`src/rtl/tm1638_key_events.sv`:
```
// tm1638_key_events: debounces the TM1638 scan vector, emits per-key pulses and queues key events.
// Auto-repeat is built only when TM1638_KEY_REPEAT_EN is defined.
module tm1638_key_events #(
  parameter int TICK_DIV       = 1000,
  parameter int DEBOUNCE_TICKS = 20,
  parameter int FIFO_DEPTH     = 4,
  parameter int REPEAT_DELAY   = 500,
  parameter int REPEAT_RATE    = 100
) (
  input  logic       clk_1MHz,
  input  logic       rst,
  input  logic [7:0] keys,
  output logic [7:0] keys_stable,
  output logic [7:0] key_press,
  output logic [7:0] key_release,
  output logic [7:0] key_repeat,
  output logic       event_valid,
  input  logic       event_ready,
  output logic [3:0] event_code,
  output logic       overflow,
  input  logic       overflow_clr
);
  localparam int NK = 8;
  localparam int DW = (TICK_DIV > 1) ? $clog2(TICK_DIV) : 1;
  localparam int CW = (DEBOUNCE_TICKS > 1) ? $clog2(DEBOUNCE_TICKS) : 1;
  localparam int AW = $clog2(FIFO_DEPTH);

  logic [DW-1:0]         div_q, div_d;
  logic                  tick;
  logic [NK-1:0][CW-1:0] cnt_q, cnt_d;
  logic [NK-1:0]         stable_q, press_q, release_q, repeat_q, accept, rpt;
  logic [NK-1:0]         evt, evt_pol, pending_q, pending_d, pol_q, pol_d, svc;
  logic                  overflow_q, overflow_d;
  logic [2:0]            sel;
  logic                  push, pop, full;
  logic [3:0]            push_data, code_q, code_d;
  logic [AW-1:0]         wr_q, rd_q, rd_d;
  logic [AW:0]           fcnt_q, fcnt_d;
  logic [FIFO_DEPTH-1:0][3:0] mem_q;

  assign tick  = (div_q == DW'(TICK_DIV - 1));
  assign div_d = tick ? '0 : div_q + DW'(1);

  always_comb begin
    accept = '0;
    cnt_d  = cnt_q;
    for (int k = 0; k < NK; k++) begin
      accept[k] = tick & (keys[k] ^ stable_q[k]) & (cnt_q[k] == CW'(DEBOUNCE_TICKS - 1));
      if (tick) begin
        if (keys[k] == stable_q[k] || accept[k]) cnt_d[k] = '0;
        else                                     cnt_d[k] = cnt_q[k] + CW'(1);
      end
    end
  end

`ifdef TM1638_KEY_REPEAT_EN
  localparam int HW = $clog2(REPEAT_DELAY + 1);
  logic [NK-1:0][HW-1:0] hold_q, hold_d;

  // Counter reloads to DELAY-RATE so later repeats come every REPEAT_RATE ticks.
  always_comb begin
    hold_d = hold_q;
    rpt    = '0;
    for (int k = 0; k < NK; k++) begin
      if (!stable_q[k] || accept[k]) hold_d[k] = '0;
      else if (tick) begin
        if (hold_q[k] == HW'(REPEAT_DELAY - 1)) begin
          rpt[k]    = 1'b1;
          hold_d[k] = HW'(REPEAT_DELAY - REPEAT_RATE);
        end else begin
          hold_d[k] = hold_q[k] + HW'(1);
        end
      end
    end
  end

  always_ff @(posedge clk_1MHz or posedge rst) begin
    if (rst) hold_q <= '0;
    else     hold_q <= hold_d;
  end
`else
  // Repeat timing is irrelevant here; the parameters stay referenced in this build.
  localparam bit RepeatCfgOk = (REPEAT_DELAY >= 1) && (REPEAT_RATE >= 1);
  assign rpt = {NK{1'b0 & RepeatCfgOk}};
`endif

  // A press accept or a repeat carries new state 1; a release accept carries 0.
  assign evt     = accept | rpt;
  assign evt_pol = rpt | ~stable_q;

  assign full        = (fcnt_q == (AW+1)'(FIFO_DEPTH));
  assign event_valid = (fcnt_q != '0);
  assign pop         = event_valid & event_ready;

  always_comb begin
    sel = '0;
    for (int k = NK - 1; k >= 0; k--)
      if (pending_q[k]) sel = 3'(k);
    push       = (|pending_q) & (~full | pop);
    push_data  = {pol_q[sel], sel};
    svc        = push ? (NK'(1) << sel) : '0;
    pending_d  = (pending_q & ~svc) | evt;
    pol_d      = (pol_q & ~evt) | (evt & evt_pol);
    overflow_d = (|(evt & pending_q & ~svc)) | (overflow_q & ~overflow_clr);
    rd_d       = rd_q + AW'(pop);
    fcnt_d     = fcnt_q + (AW+1)'(push) - (AW+1)'(pop);
    // Registered head; holds its last value while the FIFO is empty.
    code_d = code_q;
    if (fcnt_d != '0)
      code_d = (push && rd_d == wr_q) ? push_data : mem_q[rd_d];
  end

  always_ff @(posedge clk_1MHz or posedge rst) begin
    if (rst) begin
      div_q      <= '0;
      cnt_q      <= '0;
      stable_q   <= '0;
      press_q    <= '0;
      release_q  <= '0;
      repeat_q   <= '0;
      pending_q  <= '0;
      pol_q      <= '0;
      overflow_q <= 1'b0;
      wr_q       <= '0;
      rd_q       <= '0;
      fcnt_q     <= '0;
      mem_q      <= '0;
      code_q     <= '0;
    end else begin
      div_q      <= div_d;
      cnt_q      <= cnt_d;
      stable_q   <= stable_q ^ accept;
      press_q    <= accept & ~stable_q;
      release_q  <= accept & stable_q;
      repeat_q   <= rpt;
      pending_q  <= pending_d;
      pol_q      <= pol_d;
      overflow_q <= overflow_d;
      if (push) begin
        mem_q[wr_q] <= push_data;
        wr_q        <= wr_q + AW'(1);
      end
      rd_q       <= rd_d;
      fcnt_q     <= fcnt_d;
      code_q     <= code_d;
    end
  end

  assign keys_stable = stable_q;
  assign key_press   = press_q;
  assign key_release = release_q;
  assign key_repeat  = repeat_q;
  assign event_code  = code_q;
  assign overflow    = overflow_q;
endmodule
```
`config.mk`:
```
export PLATFORM = sky130hd
export DESIGN_NAME = tm1638_key_events
export DESIGN_NICKNAME = d
export VERILOG_FILES = /design/src/rtl/tm1638_key_events.sv
export SDC_FILE = /design/constraint.sdc
export NUM_CORES = 1
export LEC_CHECK = 0
export BUFFER_PORTS_ARGS = -buffer_cell sky130_fd_sc_hd__buf_2
export CAP_MARGIN = 20
export CORE_MARGIN = 2
export CORE_UTILIZATION = 50
export CTS_CLUSTER_SIZE = 28
export DETAILED_ROUTE_END_ITERATION = 8
export PLACE_DENSITY = 0.69
export SETUP_SLACK_MARGIN = 0.02
export SLEW_MARGIN = 20
export SYNTH_ARGS = -nofsm -noshare
export SYNTH_HDL_FRONTEND = slang
export SYNTH_SLANG_ARGS = --single-unit
```
`constraint.sdc`:
```
create_clock -name clk_1MHz -period 7.4 [get_ports clk_1MHz]
set_input_delay 1.48 -clock clk_1MHz [delete_from_list [all_inputs] [get_ports clk_1MHz]]
set_output_delay 1.48 -clock clk_1MHz [all_outputs]
set_load 0.01 [all_outputs]
```
==> results of run 1 <==
Yosys cell counts (5+ instances only):
cell      instances
dfrtp_1         118
nand2_1          77
nor2_1           49
ha_1             32
inv_1            32
o21ai_0          27
o21ai_1          26
a21oi_1          21
nand3_1          21
xnor2_1          17
xor2_1           15
nand2b_1         11
o31ai_1          10
nand4_1           9
buf_4             8
nor2b_1           7
a22oi_1           5
clkbuf_1          5
placed cells by master, fill, tap and decap left out, drive strengths merged, types with 2 or more instances in the layout:
cell | synthesis | layout
o22ai | 3 | 3
xnor2 | 17 | 17
o211ai | 2 | 2
nand2 | 77 | 77
and3 | 2 | 2
conb | 1 | 8
nand2b | 11 | 11
o21a | 2 | 2
a31oi | 2 | 2
nor4bb | 2 | 2
nand3 | 23 | 23
nor3 | 5 | 5
o21ai | 53 | 53
clkbuf | 5 | 27
nand4b | 2 | 2
o311ai | 2 | 2
or4 | 2 | 2
dfrtp | 118 | 118
a22oi | 5 | 5
mux4 | 4 | 4
a22o | 4 | 4
or3 | 2 | 2
xor2 | 15 | 15
and2 | 4 | 4
nor2 | 50 | 50
clkinv | 0 | 2
o31ai | 10 | 10
nor2b | 7 | 7
nor4 | 4 | 4
nor4b | 2 | 2
o41ai | 2 | 2
nand3b | 3 | 3
ha | 32 | 32
a21oi | 22 | 22
buf | 14 | 43
a21o | 4 | 4
inv | 33 | 33
nand4 | 9 | 9
metrics by stage:
step / utilization, % / power (mW)
floorplan: - / 1.17
global placement: 53.9 / 1.25
detailed placement: 53.9 / 1.27
CTS: 58.8 / 2.06
global route: 58.9 / 2.15
finish: 58.9 / 2.04
cell type report:
cell class              instances  area [sq um]
clock buffers                  27           523
clock inverters                 3          40.0
fillers                       968          4670
inverters                      33           126
multi-input cells             404          2650
flip-flops and latches        118          2950
well taps                     143           179
repair buffers                 43           224
flip-flops by register name (all words and copies together), names as in the netlist, 3 cells and up, named ones only:
| name | cells |
|---|---|
| cnt_q | 40 |
| div_q | 10 |
| event_code | 4 |
| fcnt_q | 3 |
| key_press | 8 |
| key_release | 8 |
| keys_stable | 8 |
| mem_q | 16 |
| pending_q | 8 |
metal layers:
layer / track usage (%) / up-vias / part of all wire [%]
met5: 0 / - / 0
met1: 25.2 / 2075 / 45
li1: - / 2060 / -
met3: 6.04 / 17 / 4.2
met2: 32.1 / 84 / 49
met4: 8.31 / 0 / 1.7
critical path, delay by kind of cell:
kind	cells	cell delay, ns
compound gates	3	0.48
xor+xnor	2	0.23
fa+ha+maj	2	0.48
simple gates	2	1.15
buf+inv	2	0.17
cells by family after synthesis:
group           count (synthesis)  share of synthesized area [%]
buf+inv                        52                           4.09
xor+xnor                       32                           4.82
fa+ha+maj                      33                           7.23
other cells                     1                         0.0645
flops                         118                           50.8
simple gates                  206                           18.4
mux                             5                           1.74
compound gates                120                           12.9
power breakdown:
part | total [mW] | internal, mW | switching (mW)
combinational | 0.468 | 0.210 | 0.258
clock | 0.779 | 0.510 | 0.269
sequential | 0.797 | 0.733 | 0.0640
total | 2.04 | 1.45 | 0.591
final timing paths:
kind | from | endpoint | slack (ns) | cells after the start
worst max-delay path | event_ready | event_code[3] | 3.68 | 11
max in group asynchronous | rst | cnt_q[7] | 5.23 | 3
worst min register to register | div_q[9] | div_q[9] | 0.48 | 1
worst max register to register | fcnt_q[1] | event_code[3] | 4.35 | 10
min in group asynchronous | rst | cnt_q[19] | 1.09 | 2
worst min-delay path | div_q[9] | div_q[9] | 0.48 | 1
==> results.md, run 1 <==
* Status: finished clean
* TritonCTS clock tree: yes
* Post-Layout Cell Count at 771
* Initial antenna violation count at 0
* Grt ovf at 0
* I/O pin count at 50
* Placed cells at 741
* Clock skew at 0.00627 ns
* HP Class: reg2reg
* Largest net degree at the start of global routing at 81
* Wire length per cell at 14.9 um
* Fin worst setup slack at 3.68 ns
* Worst hold slack at 0.475 ns
* Fraction of layout cells with a size suffix above 1 at 14.6%
* Initial Utilization at 51.1%
* DPL Wire Length at 7.81 mm
* Slowest cell on crit path: nor4b_2
* Placed cell area at 0.00613 sq mm
* Area growth syn-to-layout at 15.2%
* Actual transition at the worst max-transition pin at 0.852 ns
* CP Launch Type: input pin
* DRC at 0
* Leak at 3.19 nW
* Critical path class: in2reg
* Clock latency on the worst-skew pair at 0.42 ns
* CTS H-Tree Depth at 4
* Post-synth EDFFs at 0
* Max Root-Sink Buffers at 2
* Antenna cell count at 0
* Number of setup buffers added after CTS at 0
* Critical Path AT at 4.01 ns
* Yosys top cell area share at 50.8%
* Hold Violations, Final at 0
* Post-CTS Hold Buffers at 0
* TritonCTS buffer count at 17
* First-pass GRT wire length at 19.9 mm
* Syn_area_per_cell at 10.3 sq um
* Final instance area at 0.00670 sq mm
* Synth warnings at 0
* Gr usage total at 19.9%
* Vias at 4,236
* Final net count at 662
* MaxCap Viol Count at 0
* Core area at 0.0114 sq mm
* Power Dens Cells at 305 mW/mm^2
* Top FF cell, synth: dfrtp_1
* FP Rows at 39
* Slew Limit Fails at 0
* Final Cycle Share at 50.3%
* Die footprint at 0.0125 sq mm
* Min cycle time layout at 3.72 ns
* RSZ-0062 raised after global routing: false
* Clock sinks at 118
* Die H at 112 um
* Drt initial violations at 268
* Crit-path max FO at 9
* Register bit total from synthesis at 118
* Asr flop ratio synth at 100%
* PostCTS Resize Cnt at 0
* Mapped Cells at 567
* Worst vdd ir at 0.327 mV
* Root buffer cell: clkbuf_16
* Die width at 112 um
* Cell Area, Synth at 0.00581 sq mm
* Vias in the first global route at 4,228
* Post-DRT Antenna Nets at 0
* Gpl congestion at 0.835
* Synth top area cells: dfrtp_1 51%, ha_1 6.9%, nand2_1 5.0%, nor2_1 3.2%, xnor2_1 2.6%
* Synth area leader: dfrtp_1
* Critical Path Sink Type: flop
* Clock-pin slew on the worst setup and hold paths at 0.05 ns
* DR vias/cell at 5.49
* Slew HR at 43.0%
* IO buf count at 41
* WL final at 11.5 mm
* Fmax achieved at 269 MHz
* Setup violators final at 0
* DRT Pass-1 Iters at 5
* Synth cell types at 61
* CP Cell Sequence: buf_2 > nor4b_2 > a41oi_2 > ha_1 > inv_1 > fa_1 > xnor2_1 > xnor2_1 > or3_1 > a31oi_1 > o21ai_1
* Critical Path Max Stage Delay at 0.71 ns
* Worst path most repeated cell: xnor2_1
* TNS Setup at 0 ns
* Worst slack at placement at 3.28 ns
* Post-synthesis sequential area ratio at 50.8%
* Worst path required time at 7.69 ns
(Power assumes the default switching activity.)
==> run 2: changes to the inputs <==
--- a/config.mk
+++ b/config.mk
@@ -11,7 +11,7 @@
 export CORE_UTILIZATION = 50
 export CTS_CLUSTER_SIZE = 28
 export DETAILED_ROUTE_END_ITERATION = 8
-export PLACE_DENSITY = 0.69
+export PLACE_DENSITY = 0.71
 export SETUP_SLACK_MARGIN = 0.02
 export SLEW_MARGIN = 20
 export SYNTH_ARGS = -nofsm -noshare
==> constraint.sdc (replaced) <==
create_clock -name clk_1MHz -period 3.05 [get_ports clk_1MHz]
set_input_delay 0.61 -clock clk_1MHz [delete_from_list [all_inputs] [get_ports clk_1MHz]]
set_output_delay 0.61 -clock clk_1MHz [all_outputs]
set_load 0.01 [all_outputs]
==> results.md, run 2 (synthesized netlist as in run 1, its figures left out) <==
* HP Class: in2async
* CTS H-Tree Depth at 4
* DRT Pass-1 Iters at 4
* Commonest non-fill, non-tap cell in the layout: dfrtp_1
* CP endpoint: event_code[3]
* Critical Path Max Stage Delay at 0.45 ns
* Post-Layout Cell Count at 784
* Tot Pwr at 5.30 mW
* Fmax achieved at 337 MHz
* CP Launch Type: flop
* Critical path class: reg2reg
* Slew Limit Fails at 0
* Largest net degree at the start of global routing at 47
* Crit-path max FO at 5
* DR vias/cell at 5.55
* Die H at 112 um
* MaxCap Viol Count at 0
* Placed cells at 751
* Largest Register: cnt_q
* Leak at 3.27 nW
* Largest registers: cnt_q (40), mem_q (16), div_q (10)
* WL final at 11.5 mm
* IO buf count at 41
* Final net count at 674
* Core area at 0.0114 sq mm
* Post-CTS Hold Buffers at 0
* I/O pin count at 50
* Clock-pin slew on the worst setup and hold paths at 0.05 ns
* Antenna cell count at 0
* Wire length per cell at 14.7 um
* Vias in the first global route at 4,479
* Min cycle time layout at 2.96 ns
* Area of the multi-input gates at 0.00273 sq mm
* Grt ovf at 0
* Critical path depth in cells at 12
* Most frequent cells in the layout: 118 x dfrtp_1, 77 x nand2_1, 48 x nor2_1, 41 x buf_2, 30 x ha_1
* Length in cells of the worst reg-to-reg path at 12
* Final Cycle Share at 97.2%
* TritonCTS buffer count at 17
* FP Rows at 39
* Status: finished clean
* Fraction of layout cells with a size suffix above 1 at 18.4%
* Die footprint at 0.0125 sq mm
* Fill cells at 925
* Seq. cell area at 0.00295 sq mm
* Clock skew at 0.00698 ns
* CP Cell Sequence: or3_4 > and2_4 > ha_4 > inv_2 > ha_4 > inv_2 > fa_2 > xnor2_2 > xnor2_2 > or3_4 > a31oi_4 > o21ai_1
* Initial Utilization at 51.1%
* Actual transition at the worst max-transition pin at 0.684 ns
* Initial antenna violation count at 0
* Die width at 112 um
* Gpl congestion at 0.821
* Worst setup path startpoint: fcnt_q[0]
* Max reg flops at 40
* First-pass GRT wire length at 20.1 mm
* Worst path required time at 3.32 ns
* Reg2reg end: event_code[3]
* Critical Path AT at 3.23 ns
* Vias at 4,355
* Worst reg2reg startpoint: fcnt_q[0]
* DRC at 0
* TritonCTS clock tree: yes
* Reg-to-reg slack, setup at 0.09 ns
* Setup violators final at 0
* DPL Wire Length at 7.98 mm
* Worst vdd ir at 0.774 mV
* Post-DRT Antenna Nets at 0
* Area growth syn-to-layout at 18.7%
* Root buffer cell: clkbuf_16
* Clock latency on the worst-skew pair at 0.41 ns
* Family with the most delay on the worst path: simple AND/OR/NAND/NOR gates
* Max Root-Sink Buffers at 2
* Drt initial violations at 275
* Critical Path Sink Type: flop
* Clock sinks at 118
* Worst Path Buf+Inv at 2
* Hold Violations, Final at 0
* Slew HR at 54.3%
* Slowest cell on crit path: or3_4
* Power Dens Cells at 768 mW/mm^2
* Gr usage total at 20.0%
## run 2: cell types whose count changed in the layout (fill, tap and decap cells not counted), sizes merged
| cell | delta |
|---|---|
| or3 | +1 |
| clkinvlp | +2 |
| clkinv | +5 |
| clkbuf | -7 |
| buf | +11 |
| inv | -1 |
| bufinv | +2 |
## run 2: routing by layer
metal / wire [um] / share of wire [%] / vias up / track usage [%]
met5: 0 / 0 / - / 0
met4: 153 / 1.3 / 0 / 8.31
met3: 518 / 4.5 / 16 / 5.82
met2: 5990 / 52 / 113 / 33.6
met1: 4880 / 42 / 2132 / 24.1
li1: - / - / 2094 / -
## run 2: worst reg2reg max path: cells and delay by family (launching register included)
kind | cells | cell delay (ns)
buffers and inverters | 2 | 0.10
xor gates and xnor gates | 2 | 0.34
DFF | 1 | 0.40
adders and majority gates | 3 | 0.72
and+or+nand+nor | 3 | 0.99
AOI/OAI and AO/OA | 2 | 0.28
## run 2: cell type report
cell class | count | share of cell area [%]
clock buffer | 20 | 6.47
clock inverter | 11 | 1.92
inverter | 33 | 1.85
multi-input combinational | 405 | 39.6
sequential | 118 | 42.8
tap | 143 | 2.59
timing repair buffer | 54 | 4.75
## run 2: worst min-delay path by stage
stage	to	slack (ns)	startpoint	cells after the start
final	key_release[4]	0.30	rst	2
after global routing	key_press[3]	0.35	rst	2
after CTS	asynchronous set/reset pin	0.31	rst	2
after detailed placement	mem_q[4]	0.47	mem_q[4]	2
after global placement	div_q[9]	0.46	div_q[9]	1
after floorplan	div_q[9]	0.44	div_q[9]	1
## run 2: per-stage QoR
step | instance area (sq um) | setup TNS (ns) | util [%] | hold WS [ns] | setup slack [ns]
after floorplan | 5840 | 0 | - | 0.437 | 0.114
after global placement | 6230 | 0 | 54.8 | 0.462 | 0.176
after detailed placement | 6230 | 0 | 54.8 | 0.475 | 0.0916
after CTS | 6810 | 0 | 59.9 | 0.309 | 0.0952
after global routing | 6900 | -0.0132 | 60.7 | 0.349 | -0.0132
final | 6900 | 0 | 60.7 | 0.301 | 0.0865
## run 2: where the power goes
group,leakage (nW),switching [mW],total (mW),internal [mW]
clock network,0.289,0.662,1.95,1.29
registers,1.44,0.144,1.92,1.78
logic,1.54,0.756,1.43,0.674
total,3.27,1.56,5.30,3.74
## run 2: timing repair
action / CTS / global route
endpoints found under the setup margin: 1 / 1
buffers inserted: 0 / 1
gates resized for setup: 1 / 14
pin swaps: 0 / 7
gates cloned: 0 / 1
